**config.mk**
```make
export PLATFORM = sky130hd
export DESIGN_NAME = fwft_sync_fifo
export DESIGN_NICKNAME = d
export VERILOG_FILES = /design/src/rtl/simple_dp_ram.sv /design/src/rtl/fwft_sync_fifo.sv
export SDC_FILE = /design/constraint.sdc
export NUM_CORES = 1
export LEC_CHECK = 0
export CELL_PAD_IN_SITES_DETAIL_PLACEMENT = 0
export CELL_PAD_IN_SITES_GLOBAL_PLACEMENT = 2
export CORE_UTILIZATION = 30
export DETAILED_ROUTE_END_ITERATION = 7
export GPL_ROUTABILITY_DRIVEN = 0
export PLACE_DENSITY = 0.62
export REMOVE_ABC_BUFFERS = 1
export SLEW_MARGIN = 10
export SYNTH_ARGS = -nofsm -noshare
export SYNTH_HDL_FRONTEND = slang
export SYNTH_HIERARCHICAL = 1
export SYNTH_SLANG_ARGS = --single-unit
```
**constraint.sdc**
```tcl
create_clock -name clk -period 10 [get_ports clk]
set_input_delay 1 -clock clk [delete_from_list [all_inputs] [get_ports clk]]
set_output_delay 1 -clock clk [all_outputs]
set_load 0.01 [all_outputs]
```
**src/rtl/simple_dp_ram.sv**
```systemverilog
// Simple dual-port RAM: one synchronous write port, one asynchronous read port.
// Contents are not reset.
module simple_dp_ram #(
    parameter int unsigned DWIDTH = 64,
    parameter int unsigned DEPTH  = 16
) (
    input  logic                     wr_clk,
    input  logic                     wr_en,
    input  logic [$clog2(DEPTH)-1:0] wr_addr,
    input  logic [DWIDTH-1:0]        wr_data,
    input  logic [$clog2(DEPTH)-1:0] rd_addr,
    output logic [DWIDTH-1:0]        rd_data
);

    logic [DWIDTH-1:0] mem [DEPTH];

    always_ff @(posedge wr_clk) begin
        if (wr_en) begin
            mem[wr_addr] <= wr_data;
        end
    end

    assign rd_data = mem[rd_addr];

endmodule

```
**src/rtl/fwft_sync_fifo.sv**
```systemverilog
// First-word-fall-through synchronous FIFO: DEPTH-entry RAM followed by a
// registered output stage, giving DEPTH+1 words of total capacity.
module fwft_sync_fifo #(
    parameter int unsigned DWIDTH = 64,
    parameter int unsigned DEPTH  = 16
) (
    input  logic                     clk,
    input  logic                     rst,
    input  logic [DWIDTH-1:0]        s_data,
    input  logic                     s_valid,
    output logic                     s_ready,
    output logic [DWIDTH-1:0]        m_data,
    output logic                     m_valid,
    input  logic                     m_ready,
    output logic [$clog2(DEPTH):0]   count
);

    localparam int unsigned AW = $clog2(DEPTH);
    localparam int unsigned PW = AW + 1;

    logic [PW-1:0]     wr_ptr;
    logic [PW-1:0]     rd_ptr;
    logic [DWIDTH-1:0] rd_data;
    logic              ram_empty;
    logic              ram_full;
    logic              wr_en;
    logic              load;
    logic              pop;

    // MSB of each pointer is a wrap flag distinguishing full from empty
    assign ram_empty = (wr_ptr == rd_ptr);
    assign ram_full  = (wr_ptr[AW-1:0] == rd_ptr[AW-1:0]) && (wr_ptr[AW] != rd_ptr[AW]);
    assign s_ready   = !ram_full;
    assign wr_en     = s_valid && !ram_full;
    assign load      = (!m_valid || m_ready) && !ram_empty;
    assign pop       = m_valid && m_ready;

    simple_dp_ram #(
        .DWIDTH (DWIDTH),
        .DEPTH  (DEPTH)
    ) u_ram (
        .wr_clk  (clk),
        .wr_en   (wr_en),
        .wr_addr (wr_ptr[AW-1:0]),
        .wr_data (s_data),
        .rd_addr (rd_ptr[AW-1:0]),
        .rd_data (rd_data)
    );

    always_ff @(posedge clk or posedge rst) begin
        if (rst) begin
            wr_ptr  <= '0;
            rd_ptr  <= '0;
            m_valid <= 1'b0;
            m_data  <= '0;
            count   <= '0;
        end else begin
            if (wr_en) begin
                wr_ptr <= wr_ptr + PW'(1);
            end
            if (load) begin
                m_data  <= rd_data;
                m_valid <= 1'b1;
                rd_ptr  <= rd_ptr + PW'(1);
            end else if (pop) begin
                m_valid <= 1'b0;
            end
            if (wr_en && !pop) begin
                count <= count + PW'(1);
            end else if (!wr_en && pop) begin
                count <= count - PW'(1);
            end
        end
    end

endmodule

```
# Word-level counts from Yosys, hierarchy flattened
# Memory sizes are Yosys's and may differ from the RTL's. A register that Yosys moved wholly into a read port is not among the register bits.
# Cells that the tools add are included.
# totals
regBits,16
latchBits,0
mem_bits_rw,1024
romBits,0
in_bits,68
out_inout_bits,71
word_cells,32
n_memories,1
# op_classes
add_sub_neg,4
multipliers,0
n_div,0
magnitude_cmp,0
eq_ne,3
n_shift,0
n_mux,6
bitwise_logic,0
n_reduce_logical,14
# memory_table
name,depth,width,rd,rd_clocked_by_memory_dff,wr,line,source
u_ram.mem,16,64,1,1,1,simple_dp_ram.sv:15,logic [DWIDTH-1:0] mem [DEPTH];
# op_table
operator,n
"adder 5 x 1 -> 5 bit, second input constant",3
two-way mux 5 bit,2
logical AND 1 bit,6
== test 5 bit,1
zero test 1 bit,5
"subtractor 5 x 1 -> 5 bit, second input constant",1
== test 4 bit,1
two-way mux 1 bit,4
nonzero test 2 bit,2
logical OR 1 bit,1
inequality test 1 bit,1

# Longest topological paths before layout
# Gate-level depths: netlist (run 1).
# depth
ltp_word,8
mapped_depth,11

# By module
# The synthesis (run 1) kept the hierarchy.
# modules_own_cells
mod,n_inst,cells_per_inst,area_per_inst_um2,seq_area_each_um2
simple_dp_ram,1,1583,38300.5,30749.5
fwft_sync_fifo,1,216,3507.1,2001.9

# Least setup slack after synthesis (run 1)
# No wires, ideal clock.
# synth_timing
path_type,input-to-reg
start,input s_valid
end,memory u_ram.mem[0][0] (enable)
setup_ns,0.565
t_arrival_ns,6.143
path_slack_ns,3.292
stages,4
path_buffers,0
path_cell_list,o21ai_0 -> inv_1 -> or3b_2 -> nor3_1
# synth_via
elab_chain_cells,3
# synth_lines
element,line,source
"start, declared",fwft_sync_fifo.sv:10,"input logic s_valid,"
logical AND 1 bit,fwft_sync_fifo.sv:34,assign wr_en = s_valid && !ram_full;
via wr_en,fwft_sync_fifo.sv:26,logic wr_en;
two-way mux 1 bit,simple_dp_ram.sv:18,if (wr_en) begin
two-way mux 1 bit (implied by the code),simple_dp_ram.sv:19,mem[wr_addr] <= wr_data;
"end, declared",simple_dp_ram.sv:15,
# The timed path passes the listed nets, and every way through them passes these cells.

# Worst setup path after layout (run 1)
# layout_timing
start,register rd_ptr[0]
end,"register m_data[50], read port of u_ram.mem"
# layout_via
elab_chain_cells,3
# layout_lines
element,line,source
"start, declared",fwft_sync_fifo.sv:22,logic [PW-1:0] rd_ptr;
"start signal, assigned",fwft_sync_fifo.sv:64,rd_ptr <= rd_ptr + PW'(1);
== test 5 bit,fwft_sync_fifo.sv:31,assign ram_empty = (wr_ptr == rd_ptr);
zero test 1 bit,fwft_sync_fifo.sv:35,assign load = (!m_valid || m_ready) && !ram_empty;
logical AND 1 bit,fwft_sync_fifo.sv:35,
"end, declared",fwft_sync_fifo.sv:12,"output logic [DWIDTH-1:0] m_data,"
# Several ways; a longest one is shown, not always the timed one.
# A chain may end at the register's enable or synchronous reset.

==> impl_metrics.tcl, run 1 <==
set metrics [dict create \
    cp.required_ps 10590 \
    design.die.area_um2 141000 \
    holdBufCountCts 0 \
    critical_path.top_delay_family "buffers and inverters" \
    via_per_instance_ratio 4.92 \
    synth_warnings 6 \
    synth_seq_cells 1104 \
    critical_path_cell_by_cell "buf_4, buf_4, buf_4, mux4_2, a22oi_1, nand2_1, mux2_2" \
    slew_viol_final 0 \
    yosys-top-cells-area "sky130_fd_sc_hd__edfxtp_1 (74%), sky130_fd_sc_hd__mux4_2 (14%), sky130_fd_sc_hd__dfrtp_1 (4.8%)" \
    cts_made_buffers 110 \
    worstSetupStartpoint "rd_ptr[0]$_DFFE_PP0P_" \
    clock_tree.root_cell "sky130_fd_sc_hd__clkbuf_16" \
    clock_sinks 1104 \
    fin_crit_sh_pct 50.3 \
    postCtsSetupBuffers 0 \
    worst_relative_slew_slack_pct 23.3 \
    cts.clk_slew.worst_paths_ps 70 \
    synth.distinct_cells 42 \
    timing.hold.worst.class "reg -> reg" \
    drtIter0Drc 1544 \
    port-buffer-count 138 \
    finClkSkew_ps 24.8 \
    critical_path.reg2reg.startpoint "rd_ptr[0]$_DFFE_PP0P_" \
    cp_num_buf_inv 3 \
    grt_start_max_net_pins 161 \
    area.growth.synth_to_final_pct 17.3 \
    crit_path_start_kind "flip-flop" \
    slowest_delay_ps 930 \
    die_width_um 375 \
    post-route-worst-setup-slack_ps 4970 \
    dp_hpwl_um 52100 \
    drv_cap 0 \
    period_needed_ps 5030 \
    synthesis.area_um2 41800 \
    filler_cell_count 12600 \
    floorplan.rows 136 \
    grt_pass1_wl_um 148000 \
    grt_overflow 0 \
    setup_crit_path_kind "reg -> reg" \
    timing.final.hold_violations 0 \
    finalSetupTns_ps 0 \
    max_freq_ghz 0.199 \
    post-route-drc-count 0 \
    vias_in_the_first_global_route 20500 \
    post_route_cells_drive_above_1_share_pct 27.0 \
    power_per_cell_area_nw_per_um2 290 \
    ctsLongestPathBuffers 3 \
    core_area_um2 138000 \
    via_count 19100 \
    postRouteWirelength_um 102000 \
    detailedPlace.worstSlack_ps 4770 \
    finalSetupViolations 0 \
    max_slew.worst_pin.slew_ps 1150 \
    critPathCaptureType "flip-flop" \
    cts_repair_resize_count 0 \
    grt_antenna_before_repair 11 \
    cpMaxStageDelayCell "sky130_fd_sc_hd__dfrtp_4" \
    most_repeated_library_cell_on_the_critical_path "sky130_fd_sc_hd__buf_4" \
    post_synth.cell_area_avg_um2 23.2 \
    globalRouteTotalUtil_pct 14.5 \
    number_of_instances_in_the_synthesized_netlist 1799 \
    cp_num_cells 7 \
    outcome "finished clean" \
    initial_utilization_pct 30.3 \
    rsz0062_at_grt "false" \
    worstPathMaxFanout 49 \
    yosysTopAreaCell "sky130_fd_sc_hd__edfxtp_1" \
    synth-seq-area-share_pct 78.3 \
    antenna_left 0 \
    worst_hold_path.num_cells 1 \
    detail_route.first_pass.iterations 5 \
    number_of_h_tree_levels 3 \
    tritoncts "done" \
    avgRoutedWirePerCell_um 26.1 \
    insertion_delay_ps 710 \
    num_io_pins 139 \
    reg2regPathDepth 7 \
    nNetsFinal 2075 \
    max-vdd-ir-drop_uv 251 \
    synthDominantCellAreaShare_pct 73.6 \
    crit_arrival_ps 5620 \
    leakage_uw 0.0156 \
    hold_start "m_data[57]$_DFFE_PP0P_" \
    die-height_um 375 \
]
-- report_power, final --
part / internal (uW) / leakage (uW) / switching, uW / total (uW)
Sequential: 5690 / 0.0102 / 342 / 6030
Combinational: 1890 / 0.00359 / 2090 / 3980
Clock: 2440 / 0.00181 / 1760 / 4190
-- registers in the layout (all words and copies together) (netlist names) --
signal	flops
u_ram/mem	1024
m_data	64
count	5
rd_ptr	5
wr_ptr	5
m_valid	1
-- cell families (layout without fill, tap and decap cells) --
kind of cell | Yosys count | in the layout | synth area share, %
flops | 1104 | 1104 | 78.3
xor+xnor | 17 | 17 | 0.374
fa+ha+maj | 7 | 7 | 0.227
other cells | 0 | 1 | 0
simple gates | 107 | 107 | 1.10
buf+inv | 95 | 391 | 1.38
mux | 323 | 323 | 16.0
compound gates | 146 | 146 | 2.62
-- cells in the mapped netlist --
| master | number |
|---|---|
| sky130_fd_sc_hd__a21oi_4 | 1 |
| sky130_fd_sc_hd__buf_12 | 4 |
| sky130_fd_sc_hd__a31oi_1 | 1 |
| sky130_fd_sc_hd__nand2_1 | 69 |
| sky130_fd_sc_hd__buf_6 | 13 |
| sky130_fd_sc_hd__mux4_2 | 256 |
| sky130_fd_sc_hd__a21oi_1 | 1 |
| sky130_fd_sc_hd__nor3_1 | 5 |
| sky130_fd_sc_hd__nand2b_1 | 3 |
| sky130_fd_sc_hd__xnor2_2 | 1 |
| sky130_fd_sc_hd__buf_8 | 1 |
| sky130_fd_sc_hd__a2111oi_0 | 1 |
| sky130_fd_sc_hd__a22oi_1 | 128 |
| sky130_fd_sc_hd__nor2_1 | 14 |
| sky130_fd_sc_hd__ha_1 | 6 |
| sky130_fd_sc_hd__and3_1 | 2 |
| sky130_fd_sc_hd__buf_1 | 16 |
| sky130_fd_sc_hd__o211ai_1 | 4 |
| sky130_fd_sc_hd__o21ai_0 | 3 |
| sky130_fd_sc_hd__dfrtp_1 | 80 |
| sky130_fd_sc_hd__and4_4 | 1 |
| sky130_fd_sc_hd__nand3b_1 | 2 |
| sky130_fd_sc_hd__or3b_2 | 1 |
| sky130_fd_sc_hd__fa_1 | 1 |
| sky130_fd_sc_hd__inv_1 | 3 |
| sky130_fd_sc_hd__a221o_1 | 1 |
| sky130_fd_sc_hd__nand4_1 | 1 |
| sky130_fd_sc_hd__xnor2_1 | 11 |
| sky130_fd_sc_hd__clkbuf_1 | 37 |
| sky130_fd_sc_hd__a21o_1 | 3 |
| sky130_fd_sc_hd__xor2_1 | 5 |
| sky130_fd_sc_hd__nand3_1 | 4 |
| sky130_fd_sc_hd__edfxtp_1 | 1024 |
| sky130_fd_sc_hd__nor2b_1 | 3 |
| sky130_fd_sc_hd__and2_1 | 1 |
| sky130_fd_sc_hd__mux2_2 | 27 |
| sky130_fd_sc_hd__a211oi_1 | 2 |
| sky130_fd_sc_hd__nor4_1 | 1 |
| sky130_fd_sc_hd__a21boi_0 | 1 |
| sky130_fd_sc_hd__mux2_4 | 40 |
| sky130_fd_sc_hd__buf_4 | 8 |
| sky130_fd_sc_hd__buf_2 | 13 |
-- layout make-up --
class,count,area (um^2),area share (%)
antenna,1,2.50,0.00510
clock buffer,137,3000,6.11
clock inverter,70,684,1.40
inverter,3,13.8,0.0281
multi-input combinational,600,8610,17.6
sequential,1104,32800,66.8
tap,1794,2240,4.58
timing repair buffer,181,1720,3.50
-- cell usage in the layout, fill, tap and decap left out, drive strengths merged --
| cell type | count |
|---|---|
| a21o | 3 |
| xnor2 | 12 |
| mux2 | 67 |
| or3b | 1 |
| nor3 | 5 |
| a221o | 1 |
| inv | 9 |
| clkinvlp | 4 |
| and4 | 1 |
| and3 | 2 |
| buf | 43 |
| nor2 | 14 |
| and2 | 1 |
| diode | 1 |
| mux4 | 256 |
| clkdlybuf4s50 | 138 |
| nor4 | 1 |
| edfxtp | 1024 |
| o211ai | 4 |
| xor2 | 5 |
| bufinv | 12 |
| clkbuf | 137 |
| a31oi | 1 |
| o21ai | 3 |
| nand2b | 3 |
| a22oi | 128 |
| nand3b | 2 |
| nand2 | 69 |
| dfrtp | 80 |
| a211oi | 2 |
| a21boi | 1 |
| nand4 | 1 |
| a21oi | 2 |
| nand3 | 4 |
| a2111oi | 1 |
| ha | 6 |
| fa | 1 |
| nor2b | 3 |
| clkinv | 48 |
-- per-layer routing --
metal | vias up | share of wire [%] | track usage (%)
met3 | 136 | 5.4 | 3.27
met2 | 444 | 50 | 24.1
met1 | 10500 | 43 | 19.2
met4 | 10 | 1.8 | 3.84
met5 | - | 0.050 | 0
li1 | 8055 | - | -
-- through the flow --
stage / power, uW / instances / hold WS (ps) / area [um^2] / utilization [%]
5_1_grt: 14900 / 3889 / 518 / 49000 / 35.6
2_1_floorplan: 9440 / 1707 / 526 / 41200 / -
4_1_cts: 14400 / 3889 / 510 / 49000 / 35.6
3_3_place_gp: 10200 / 3682 / 493 / 45300 / 32.9
6_report: 14200 / 3890 / 504 / 49000 / 35.6
3_5_place_dp: 10200 / 3682 / 495 / 45300 / 32.9
-- path summary, 6_finish.rpt --
kind | to | slack (ps)
setup reg to reg | m_data[50]$_DFFE_PP0P_ | 4970
min in group asynchronous | m_data[8]$_DFFE_PP0P_ | 790
hold / removal | m_data[57]$_DFFE_PP0P_ | 500
hold reg to reg | m_data[57]$_DFFE_PP0P_ | 500
max in group asynchronous | rd_ptr[1]$_DFFE_PP0P_ | 7830
setup / recovery | m_data[50]$_DFFE_PP0P_ | 4970
No activity file was read; power rests on OpenSTA's default activity.
==> inputs of run 2 (changes only) <==
- clock period: 10 -> 4.9 ns (I/O delays scaled with it)
==> impl_metrics.tcl, run 2 (synthesis results as in run 1) <==
set metrics [dict create \
    via_count 19000 \
    cts_repair_resize_count 0 \
    clock_tree.root_cell "sky130_fd_sc_hd__clkbuf_16" \
    via_per_instance_ratio 4.87 \
    design.die.area_um2 141000 \
    fin_crit_sh_pct 77.4 \
    met3_length_um 5860 \
    initial_utilization_pct 30.3 \
    num_io_pins 139 \
    internal_power_contribution_uw 20700 \
    leakage_uw 0.0157 \
    pwr-share-seq_pct 41.8 \
    grt_pass1_wl_um 146000 \
    crit_path_start_kind "flip-flop" \
    power.share.combinational_pct 28.1 \
    setup_crit_path_kind "reg -> reg" \
    final.hold.worst_slack_ps 186 \
    drtIter0Drc 1667 \
    post-route-drc-count 0 \
    core_area_um2 138000 \
    floorplan.rows 136 \
    switching_power_summed_over_all_nets_uw 8510 \
    max_flop_register "u_ram/mem" \
    stdcell_count 3906 \
    placed_cells 3690 \
    ctsLongestPathBuffers 3 \
    max_freq_ghz 0.264 \
    area.growth.synth_to_final_pct 18.0 \
    postRouteWirelength_um 102000 \
    detail_route.first_pass.iterations 5 \
    max_slew.worst_pin.slew_ps 1220 \
    switching_share_pct 29.2 \
    finish.instance_area_um2 49300 \
    worstPathMaxFanout 33 \
    mostFrequentLayoutCells "sky130_fd_sc_hd__edfxtp_1 (1024), sky130_fd_sc_hd__mux4_2 (256), sky130_fd_sc_hd__clkdlybuf4s50_1 (138)" \
    post_route_cells_drive_above_1_share_pct 27.5 \
    globalRouteTotalUtil_pct 14.5 \
    finClkSkew_ps 27.2 \
    layout.area.seq_um2 32800 \
    cts.clk_slew.worst_paths_ps 60 \
    timing.final.hold_violations 0 \
    cp.required_ps 5480 \
    tritoncts "done" \
    period_needed_ps 3790 \
    vias_in_the_first_global_route 20100 \
    dp_hpwl_um 51000 \
    antenna_left 0 \
    critPathCaptureType "flip-flop" \
    timing.hold.worst.class "in -> async" \
    postCtsSetupBuffers 0 \
    filler_cell_count 12600 \
    clock_sinks 1104 \
    rsz0062_at_grt "false" \
    die-height_um 375 \
    detailed_routing_wirelength_on_met1_um 44200 \
    number_of_h_tree_levels 3 \
    routed-wl-met2_um 49900 \
    nNetsFinal 2085 \
    port-buffer-count 138 \
    holdBufCountCts 0 \
    power_per_cell_area_nw_per_um2 592 \
    max_reg_flops 1024 \
    grt_overflow 0 \
    clock_power_share_pct 30.0 \
    outcome "finished clean" \
    top_signal_layer_used "met5" \
    max-vdd-ir-drop_uv 441 \
    finalSetupViolations 0 \
    area_used_by_multi_input_combinational_logic_um2 8610 \
    grt_start_max_net_pins 162 \
    post_dp_cell_area_um2 45500 \
    cts_made_buffers 112 \
    finalSetupTns_ps 0 \
    crit_arrival_ps 4370 \
    avgRoutedWirePerCell_um 26.1 \
    largest_registers "u_ram/mem: 1024 flops, m_data: 64 flops" \
    grt_antenna_before_repair 14 \
    insertion_delay_ps 710 \
    slew_viol_final 0 \
    most_common_cell_after_layout_fill_and_taps_aside "sky130_fd_sc_hd__edfxtp_1" \
    die_width_um 375 \
    drv_cap 0 \
    total_power_uw 29200 \
    worst_relative_slew_slack_pct 18.7 \
]
[run 2: critical path, cell delays in order, from the launching register on]
cell,delay [ps]
sky130_fd_sc_hd__dfrtp_4,690
sky130_fd_sc_hd__xnor2_1,270
sky130_fd_sc_hd__nand4_1,210
sky130_fd_sc_hd__o21ai_0,410
sky130_fd_sc_hd__inv_1,240
sky130_fd_sc_hd__ha_1,280
sky130_fd_sc_hd__inv_1,180
sky130_fd_sc_hd__ha_1,300
sky130_fd_sc_hd__a21o_1,200
sky130_fd_sc_hd__a2111oi_0,460
sky130_fd_sc_hd__a31oi_1,80
sky130_fd_sc_hd__a221o_1,340
[run 2: per-stage QoR]
| stage | setup WS (ps) | utilization [%] |
|---|---|---|
| final | 1110 | 35.8 |
| after global routing | 802 | 35.8 |
| after CTS | 994 | 35.8 |
| after detailed placement | 1010 | 33.0 |
| after global placement | 1040 | 33.0 |
| after floorplan | -11280 | - |
[run 2: power by group through the flow]
stage	logic (uW)	registers, uW	clock network [uW]
CTS	8430	12300	8990
finish	8220	12200	8770
floorplan	4900	12800	0
global placement	8360	12400	0
global route	8840	12300	9320
detailed placement	8410	12400	0
[run 2: final timing paths]
path                                                to  slack [ps]  cells past startpoint              startpoint
worst max-delay path              count[4]$_DFFE_PP0P_        1110                     11   rd_ptr[1]$_DFFE_PP0P_
worst min-delay path            m_data[17]$_DFFE_PP0P_         190                      2                     rst
worst max register to register    count[4]$_DFFE_PP0P_        1110                     11   rd_ptr[1]$_DFFE_PP0P_
worst min register to register  m_data[14]$_DFFE_PP0P_         510                      1  m_data[14]$_DFFE_PP0P_
max in group asynchronous        m_data[6]$_DFFE_PP0P_        3630                      3                     rst
min in group clk                 wr_ptr[4]$_DFFE_PP0P_         510                      3                 s_valid
[run 2: layout make-up]
class / count / share of cell area, %
tap: 1794 / 4.55
sequential: 1104 / 66.4
inverter: 3 / 0.0279
multi-input combinational: 600 / 17.5
timing repair buffer: 189 / 3.78
clock inverter: 62 / 1.49
clock buffer: 151 / 6.25
antenna: 3 / 0.0152
[run 2: routing by layer]
| metal | global-route usage, % | up-vias |
|---|---|---|
| met5 | 0.137 | - |
| met1 | 19.4 | 10300 |
| met4 | 4.27 | 16 |
| met3 | 3.00 | 135 |
| met2 | 23.8 | 448 |
| li1 | - | 8077 |
==> inputs of run 3 (changes only) <==
- PLACE_DENSITY: 0.62 -> 0.64
- clock period: 4.9 -> 3.45 ns (I/O delays scaled with it)
==> impl_metrics.tcl, run 3 (synthesis results as in run 1) <==
set metrics [dict create \
    outcome "finished clean" \
    cp_num_buf_inv 2 \
    grt_overflow 0 \
    reg2reg_to "count[4]$_DFFE_PP0P_" \
    globalRouteTotalUtil_pct 14.6 \
    drv_cap 0 \
    clock_sinks 1104 \
    number_of_h_tree_levels 3 \
    num_io_pins 139 \
    timing.final.hold_violations 0 \
    finalSetupViolations 0 \
    total_power_uw 41800 \
    grt_start_max_net_pins 144 \
    detailedPlace.worstSlack_ps 249 \
    detailed_routing_wirelength_on_met1_um 43700 \
    grt_antenna_before_repair 15 \
    avgRoutedWirePerCell_um 26.1 \
    max_freq_ghz 0.315 \
    design.die.area_um2 141000 \
    via_count 19300 \
    slowest_delay_ps 450 \
    period_needed_ps 3180 \
    routed-wl-met2_um 51100 \
    cts.clk_slew.worst_paths_ps 70 \
    critPathCaptureType "flip-flop" \
    grt_pass1_wl_um 148000 \
    crit_arrival_ps 3790 \
    post-route-worst-setup-slack_ps 272 \
    port-buffer-count 138 \
    clock_tree.root_cell "sky130_fd_sc_hd__clkbuf_16" \
    cts_made_buffers 109 \
    worstPathMaxFanout 8 \
    die_width_um 375 \
    tritoncts "done" \
    post-route-drc-count 0 \
    max_reg_flops 1024 \
    cpMaxStageDelayCell "sky130_fd_sc_hd__dfrtp_1" \
    final.hold.worst_slack_ps 188 \
    cp.required_ps 4060 \
    largest_registers "u_ram/mem: 1024 flops, m_data: 64 flops" \
    setup_crit_path_kind "reg -> reg" \
    postRouteWirelength_um 102000 \
    mostFrequentLayoutCells "sky130_fd_sc_hd__edfxtp_1 (1024), sky130_fd_sc_hd__mux4_2 (256), sky130_fd_sc_hd__clkdlybuf4s50_1 (138)" \
    area_used_by_multi_input_combinational_logic_um2 8620 \
    area.growth.synth_to_final_pct 19.1 \
    fin_crit_sh_pct 92.1 \
    dp_hpwl_um 53200 \
    critical_path.reg2reg.startpoint "wr_ptr[4]$_DFFE_PP0P_" \
    detail_route.first_pass.iterations 5 \
    max-vdd-ir-drop_uv 1230 \
    slew_viol_final 0 \
    floorplan.rows 136 \
    cp_num_cells 10 \
    vias_in_the_first_global_route 20400 \
    nNetsFinal 2093 \
    met3_length_um 5470 \
    drtIter0Drc 1666 \
    leakage_uw 0.0158 \
    filler_cell_count 12500 \
    die-height_um 375 \
    ctsLongestPathBuffers 3 \
    insertion_delay_ps 730 \
    via_per_instance_ratio 4.93 \
    timing.hold.worst.class "in -> async" \
    most_repeated_library_cell_on_the_critical_path "sky130_fd_sc_hd__inv_1" \
    max_flop_register "u_ram/mem" \
    reg2regPathDepth 10 \
    r2r_slack_ps 270 \
    antenna_left 0 \
    initial_utilization_pct 30.3 \
    critical_path.top_delay_family "compound AO/OA/AOI/OAI gates" \
    layout.area.seq_um2 32800 \
    power_per_cell_area_nw_per_um2 839 \
    max_slew.worst_pin.slew_ps 1060 \
    fin_util_pct 36.1 \
    worst_relative_slew_slack_pct 29.4 \
    critical_path_cell_by_cell "xnor2_2, o21ai_1, inv_1, ha_1, inv_1, fa_1, a21o_1, a2111oi_1, a31oi_1, a221o_1" \
    post_route_cells_drive_above_1_share_pct 27.7 \
    top_signal_layer_used "met5" \
    rsz0062_at_grt "false" \
    most_common_cell_after_layout_fill_and_taps_aside "sky130_fd_sc_hd__edfxtp_1" \
    finClkSkew_ps 54.6 \
    core_area_um2 138000 \
    crit_path_start_kind "flip-flop" \
]
==> run 3: changes by cell type in the layout (fill, tap and decap cells not counted), sizes merged <==
cell / previous run / this run
buf: 51 / 62
clkbuf: 151 / 139
clkinv: 37 / 39
clkinvlp: 5 / 6
diode: 3 / 2
==> run 3: power breakdown <==
part | switching, uW | leakage, uW | internal (uW)
Combinational | 6420 | 0.00380 | 5800
Clock | 5160 | 0.00185 | 7230
Sequential | 683 | 0.0102 | 16500
Total | 12300 | 0.0158 | 29500
==> run 3: how the worst max path moves through the flow <==
stage	startpoint	end
global placement	rd_ptr[1]$_DFFE_PP0P_	count[4]$_DFFE_PP0P_
CTS	rd_ptr[0]$_DFFE_PP0P_	count[4]$_DFFE_PP0P_
detailed placement	rd_ptr[1]$_DFFE_PP0P_	count[4]$_DFFE_PP0P_
finish	wr_ptr[4]$_DFFE_PP0P_	count[4]$_DFFE_PP0P_
global route	rd_ptr[0]$_DFFE_PP0P_	count[4]$_DFFE_PP0P_
floorplan	rd_ptr[0]$_DFFE_PP0P_	u_ram/mem[0][0]$_DFFE_PP_
==> run 3: metal layers <==
| layer | vias up | GRT usage [%] |
|---|---|---|
| met1 | 10600 | 19.3 |
| met5 | - | 0 |
| met3 | 124 | 2.96 |
| met4 | 22 | 3.56 |
| li1 | 8091 | - |
| met2 | 441 | 24.5 |
==> run 3: layout make-up <==
class,instances,area share (%)
antenna,2,0.0101
clock buffer,139,6.01
clock inverter,65,1.62
inverter,3,0.0327
multi-input combinational,600,17.3
sequential,1104,65.8
tap,1794,4.51
timing repair buffer,200,4.69
==> run 3: through the flow <==
stage	instances	area, um^2	TNS (ps)
after floorplan	1707	41200	-
after global placement	3701	46000	-4.92
after detailed placement	3701	46000	0
after CTS	3905	49800	0
after global routing	3906	49800	0
final	3907	49800	0
==> run 3: worst reg2reg max path, stage by stage, from the launching register on <==
cell and delay [ps]:
sky130_fd_sc_hd__dfrtp_1 450, sky130_fd_sc_hd__xnor2_2 430, sky130_fd_sc_hd__o21ai_1 170, sky130_fd_sc_hd__inv_1 190
sky130_fd_sc_hd__ha_1 220, sky130_fd_sc_hd__inv_1 130, sky130_fd_sc_hd__fa_1 430, sky130_fd_sc_hd__a21o_1 220
sky130_fd_sc_hd__a2111oi_1 420, sky130_fd_sc_hd__a31oi_1 90, sky130_fd_sc_hd__a221o_1 330
==> run 3: repair_timing <==
action                                 4_1_cts  5_1_grt
hold buffers                                 0        0
setup buffers                                0        0
setup endpoints to repair                    0        1
resized for setup                            0        2
endpoints found under the hold margin        0        0
==> variant 1: new RTL, settings of run 1 <==
Put one more register stage on the output `count`. The value now appears one clock later. The other outputs are not delayed to match.
--- a/src/rtl/fwft_sync_fifo.sv
+++ b/src/rtl/fwft_sync_fifo.sv
@@ -17,6 +17,8 @@
 
     localparam int unsigned AW = $clog2(DEPTH);
     localparam int unsigned PW = AW + 1;
+
+    logic [$clog2(DEPTH):0] count_s0;
 
     logic [PW-1:0]     wr_ptr;
     logic [PW-1:0]     rd_ptr;
@@ -53,7 +55,7 @@
             rd_ptr  <= '0;
             m_valid <= 1'b0;
             m_data  <= '0;
-            count   <= '0;
+            count_s0 <= '0;
         end else begin
             if (wr_en) begin
                 wr_ptr <= wr_ptr + PW'(1);
@@ -66,12 +68,16 @@
                 m_valid <= 1'b0;
             end
             if (wr_en && !pop) begin
-                count <= count + PW'(1);
+                count_s0 <= count_s0 + PW'(1);
             end else if (!wr_en && pop) begin
-                count <= count - PW'(1);
+                count_s0 <= count_s0 - PW'(1);
             end
         end
     end
 
+    always_ff @(posedge clk) begin
+        count <= count_s0;
+    end
+
 endmodule
 
Formal check against the unedited RTL: not equivalent (Yosys sat finds a counterexample within 4 cycles, from zero or initial values and one cycle with rst high).
==> variant 1 against run 1 <==
  * Cell count rose by 1.7%
  * Power fell by 0.71%
  * Combinational power fell by 2%
  * Setup slack improved by 0.59 ns
  * Cell area rose by 0.17%
  * Clock power fell by 1%
  * Sequential cell count rose by 5
  * Area after synthesis rose by 0.24%
  * Wire length fell by 5.1%
  * Critical path type unchanged
==> variant 1: results (changes against run 1) <==
stage,metric,value,unit,change
place,DP Area,0.0455,mm²,+0.27%
yosys,Post-synth top flop,edfxtp_1,,
power,P_leak,15.6,nW,-0.12%
sta,worst slew pin tran,1.27,ns,+0.125 ns
route,routed wl met2,46900,µm,-7.2%
setup_path,Worst Setup EP,u_ram/mem[6][55]$_DFFE_PP_,,
power,worst vdd ir,0.206,mV,-18%
setup_path,RR Endpoint,u_ram/mem[6][55]$_DFFE_PP_,,
route,initial drt markers,1370,,-11%
setup_path,Worst path slowest cell,dfrtp_4,,
setup_path,Max stage delay on crit path,1.03,ns,+0.10 ns
cts,post-CTS setup buffers,0,,unchanged
yosys,synth unique cells,43,,+2.4%
grt,GRT Total Usage,13.7,%,-0.78 points
setup_path,RR Startpoint,rd_ptr[1]$_DFFE_PP0P_,,
yosys,Syn Inst Count,1804,,+0.28%
route,met3 routed WL,5330,µm,-3.6%
cts,clock root cell,clkbuf_16,,
grt,first-pass GRT wire length,142000,µm,-3.7%
sta,Setup Skew,0.0257,ns,+0.000924 ns
route,M1 WL,42000,µm,-3.5%
setup_path,worst-path fanout max,63,,+29%
place,placed cells,3749,,+1.8%
place,Detail Placement HPWL,50900,µm,-2.3%
outcome,outcome,"finished, final reports clean",,
route,Wirelength per Cell,24.3,µm,-6.8%
yosys,sequential area share after synthesis,78.4,%,about the same
layout,final net count,2074,,-0.048%
route,WL final,96300,µm,-5.1%
yosys,synth top area cells,"edfxtp_1 (73%), mux4_2 (14%), dfrtp_1 (4.8%), a22oi_1 (2.3%), mux2_4 (1.4%)",,
layout,layout cells sized above 1,26.6,%,-0.42 points
setup_path,r2r setup slk,5.56,ns,+0.59 ns
layout,Fill cells,12600,,+0.45%
yosys,asr flop ratio synth,7.21,%,-0.033 points
cts,total CTS buffers,111,,+0.91%
cts,post-CTS sizing,0,,unchanged
grt,largest net degree at the start of global routing,76,,-53%
setup_path,top cell family by delay on the critical path,simple AND/OR/NAND/NOR gates,,
yosys,Synth Warn #,6,,unchanged
route,total number of vias,18900,,-1.2%
grt,number of global-route vias before repair,20500,,-0.12%
==> variant 1: cell types whose count changed in the layout (fill, tap and decap cells not counted), sizes merged <==
cell	delta
clkbuf	+6
clkinv	-1
dfxtp	+5
inv	+1
buf	-7
bufinv	-5
==> variant 1: cell families after synthesis <==
logic type / Yosys count / share of synthesized area (%)
buf+inv: 95 / 1.38
fa+ha+maj: 7 / 0.227
compound gates: 146 / 2.62
mux: 323 / 15.9
xor+xnor: 17 / 0.373
flops: 1109 / 78.4
simple gates: 107 / 1.10
==> variant 1: final cells by class <==
| cell class | instances | area, µm² | share of cell area [%] |
|---|---|---|---|
| antenna | 1 | 2.50 | 0.00509 |
| clock buffer | 143 | 3070 | 6.25 |
| clock inverter | 65 | 572 | 1.16 |
| inverter | 3 | 16.3 | 0.0331 |
| multi-input combinational | 600 | 8610 | 17.5 |
| sequential | 1109 | 32900 | 66.9 |
| tap | 1863 | 2330 | 4.75 |
| timing repair buffer | 174 | 1650 | 3.36 |
==> variant 1: per-stage QoR <==
stage	util, %	hold slack, ns	total power, mW	setup WS [ns]
final	35.6	0.411	14.1	5.56
after global placement	33.0	0.393	10.1	5.53
after detailed placement	33.0	0.402	10.2	5.41
after global routing	35.6	0.428	14.8	5.20
after CTS	35.6	0.415	14.4	5.37
after floorplan	-	0.374	9.47	-6.18
==> variant 1: how the worst min path moves through the flow <==
stage / end / startpoint / cells past startpoint
after floorplan: count[2]$_DFF_P_ / count_s0[2]$_DFFE_PP0P_ / 0
after global placement: count[3]$_DFF_P_ / count_s0[3]$_DFFE_PP0P_ / 0
after detailed placement: count[3]$_DFF_P_ / count_s0[3]$_DFFE_PP0P_ / 0
after CTS: count[2]$_DFF_P_ / count_s0[2]$_DFFE_PP0P_ / 0
after global routing: count[2]$_DFF_P_ / count_s0[2]$_DFFE_PP0P_ / 0
final: count[3]$_DFF_P_ / count_s0[3]$_DFFE_PP0P_ / 0
==> variant 1: per-layer routing <==
layer	track usage, %	vias to the layer above
met3	3.10	140
met5	0	-
met2	22.3	419
li1	-	8050
met4	4.04	14
met1	18.4	10300
==> variant 1: where the power goes <==
part / total (mW) / switching [mW] / internal (mW)
Clock: 4.13 / 1.77 / 2.35
Combinational: 3.89 / 2.01 / 1.88
Sequential: 6.08 / 0.367 / 5.72
Total: 14.1 / 4.14 / 9.95
==> variant 1: worst register-to-register path, stage by stage, from the launching register on <==
cell and delay [ns]:
dfrtp_4 1.03, xnor2_1 0.23, nand4_1 0.21, o21ai_0 0.20, inv_1 0.23, nand3b_1 0.33, nor2_4 1.02, buf_4 0.79
==> variant 2: new RTL, flow settings as in run 1 <==
Without the edit above. `DWIDTH` is set to 64 in 2 places; all go to 128.
--- a/src/rtl/simple_dp_ram.sv
+++ b/src/rtl/simple_dp_ram.sv
@@ -1,7 +1,7 @@
 // Simple dual-port RAM: one synchronous write port, one asynchronous read port.
 // Contents are not reset.
 module simple_dp_ram #(
-    parameter int unsigned DWIDTH = 64,
+    parameter int unsigned DWIDTH = 128,
     parameter int unsigned DEPTH  = 16
 ) (
     input  logic                     wr_clk,
--- a/src/rtl/fwft_sync_fifo.sv
+++ b/src/rtl/fwft_sync_fifo.sv
@@ -1,7 +1,7 @@
 // First-word-fall-through synchronous FIFO: DEPTH-entry RAM followed by a
 // registered output stage, giving DEPTH+1 words of total capacity.
 module fwft_sync_fifo #(
-    parameter int unsigned DWIDTH = 64,
+    parameter int unsigned DWIDTH = 128,
     parameter int unsigned DEPTH  = 16
 ) (
     input  logic                     clk,
Interface: changed (resized m_data and s_data); port bits go from 139 to 267. The function was not compared with the original's and may differ.
==> variant 2 against run 1 <==
  * Hold slack lost 0.017 ns
  * Sequential cell count grew 1088
  * Wire length grew 110%
  * Area after synthesis grew 98%
  * Sequential power grew 96%
  * Count of clock-buffer cells in the layout grew 161
  * Via count grew 100%
  * Cell area grew 98%
  * Combinational power grew 96%
  * Global-route usage grew 0.47 points
  * Maximum frequency grew 0.71%
  * Setup slack gained 0.035 ns
  * Core utilization shrank 0.078 points
  * Power grew 97%
  * Critical path type unchanged
  * Largest power group unchanged
==> variant 2: results (changes against run 1) <==
stage,metric,value,unit,change
outcome,outcome,"finished, final reports clean",,
sta,worst hold margin,0.486,ns,-0.0174 ns
grt,met3 Use GR,3.08,%,-0.19 points
worst_hold_path,Hold Path Origin,m_data[93]$_DFFE_PP0P_,,
cts,total CTS buffers,226,,+110%
worst_hold_path,worst hold path endpoint,m_data[93]$_DFFE_PP0P_,,
setup_path,worst-path fanout max,41,,-16%
setup_path,Worst Setup EP,u_ram/mem[1][8]$_DFFE_PP_,,
yosys,Syn Inst Count,3582,,+99%
setup_path,r2r setup slk,5.01,ns,+0.04 ns
setup_path,arrival time at the worst endpoint,5.46,ns,-0.16 ns
power,switch share,30.3,%,+0.84 points
layout,final net count,4102,,+98%
sta,worst slew pin tran,1.17,ns,+0.0256 ns
place,DP Area,0.0897,mm²,+98%
route,initial drt markers,3179,,+110%
layout,Top Registers,"u_ram/mem: 2048 flops, m_data: 128 flops",,
route,routed wl met2,98800,µm,+95%
place,placed cells,7324,,+99%
sta,Setup Skew,0.0866,ns,+0.0618 ns
yosys,asr flop ratio synth,6.57,%,-0.68 points
place,IO buf count,266,,+93%
yosys,commonest cells in the netlist,"edfxtp_1 (2,048), mux4_2 (477), a22oi_1 (215)",,
grt,GRT Total Usage,15.0,%,+0.47 points
yosys,Post-synth EDFFs,2048,,+100%
grt,first-pass GRT wire length,299000,µm,+100%
cts,latest clock arrival within the worst-skew pair,0.90,ns,+0.19 ns
route,Via density,4.92,,+0.10%
setup_path,Max stage delay on crit path,0.86,ns,-0.07 ns
power,Gate power share,27.9,%,about the same
layout,layout cells sized above 1,24.1,%,-2.9 points
grt,initial antenna violation count,47,,+36
setup_path,r2r worst-path depth,8,,+1
grt,met2 Track Usage GR,24.0,%,-0.13 points
route,Wirelength per Cell,26.9,µm,+3.1%
yosys,sequential area share after synthesis,78.8,%,+0.48 points
route,Highest Signal Layer,met5,,
grt,met1 Usage GRT,20.8,%,+1.7 points
route,M1 WL,93600,µm,+110%
place,Detail Placement HPWL,105000,µm,+100%
power,P_leak,30.5,nW,+95%
route,total number of vias,38200,,+100%
power,Power Total,28.0,mW,+97%
place,Setup WS pre-CTS,4.62,ns,-0.152 ns
route,met3 routed WL,12000,µm,+120%
power,worst vdd ir,0.215,mV,-14%
yosys,synth top area cells,"edfxtp_1 (74%), mux4_2 (13%), dfrtp_1 (4.4%), a22oi_1 (2.0%), mux2_1 (1.4%)",,
cts,htree depth,4,,+1
sta,min cycle time layout,4.99,ns,-0.0354 ns
-- variant 2: cell types whose count changed after synthesis, sizes merged, moves of 28 or more --
cell           run 1  this run
edfxtp          1024      2048
mux4             256       477
dfrtp             80       144
clkbuf            37        65
a22oi            128       215
nand2             69       101
mux2              67       195
buf               55       126
-- variant 2: cell families (layout without fill, tap and decap cells) --
kind of cell             Yosys count  after routing  share of synthesized area, %
AO/OA/AOI/OAI                    290            290                          2.64
XOR/XNOR                          17             17                         0.189
adder cells (fa/ha/maj)            7              7                         0.115
buffers and inverters            194            765                          1.22
flip-flops                      2192           2192                          78.8
multiplexers                     697            697                          16.0
other                              0             13                             0
AND/OR/NAND/NOR                  185            185                          1.05
-- variant 2: area by class of cell --
type,instances,area [µm²]
fillers,25000,176000
multi-input cells,1196,16600
inverters,3,18.8
diodes,13,32.5
clock buffers,298,6090
flip-flops and latches,2192,65100
repair buffers,344,3440
clock inverters,120,1320
well taps,3589,4490
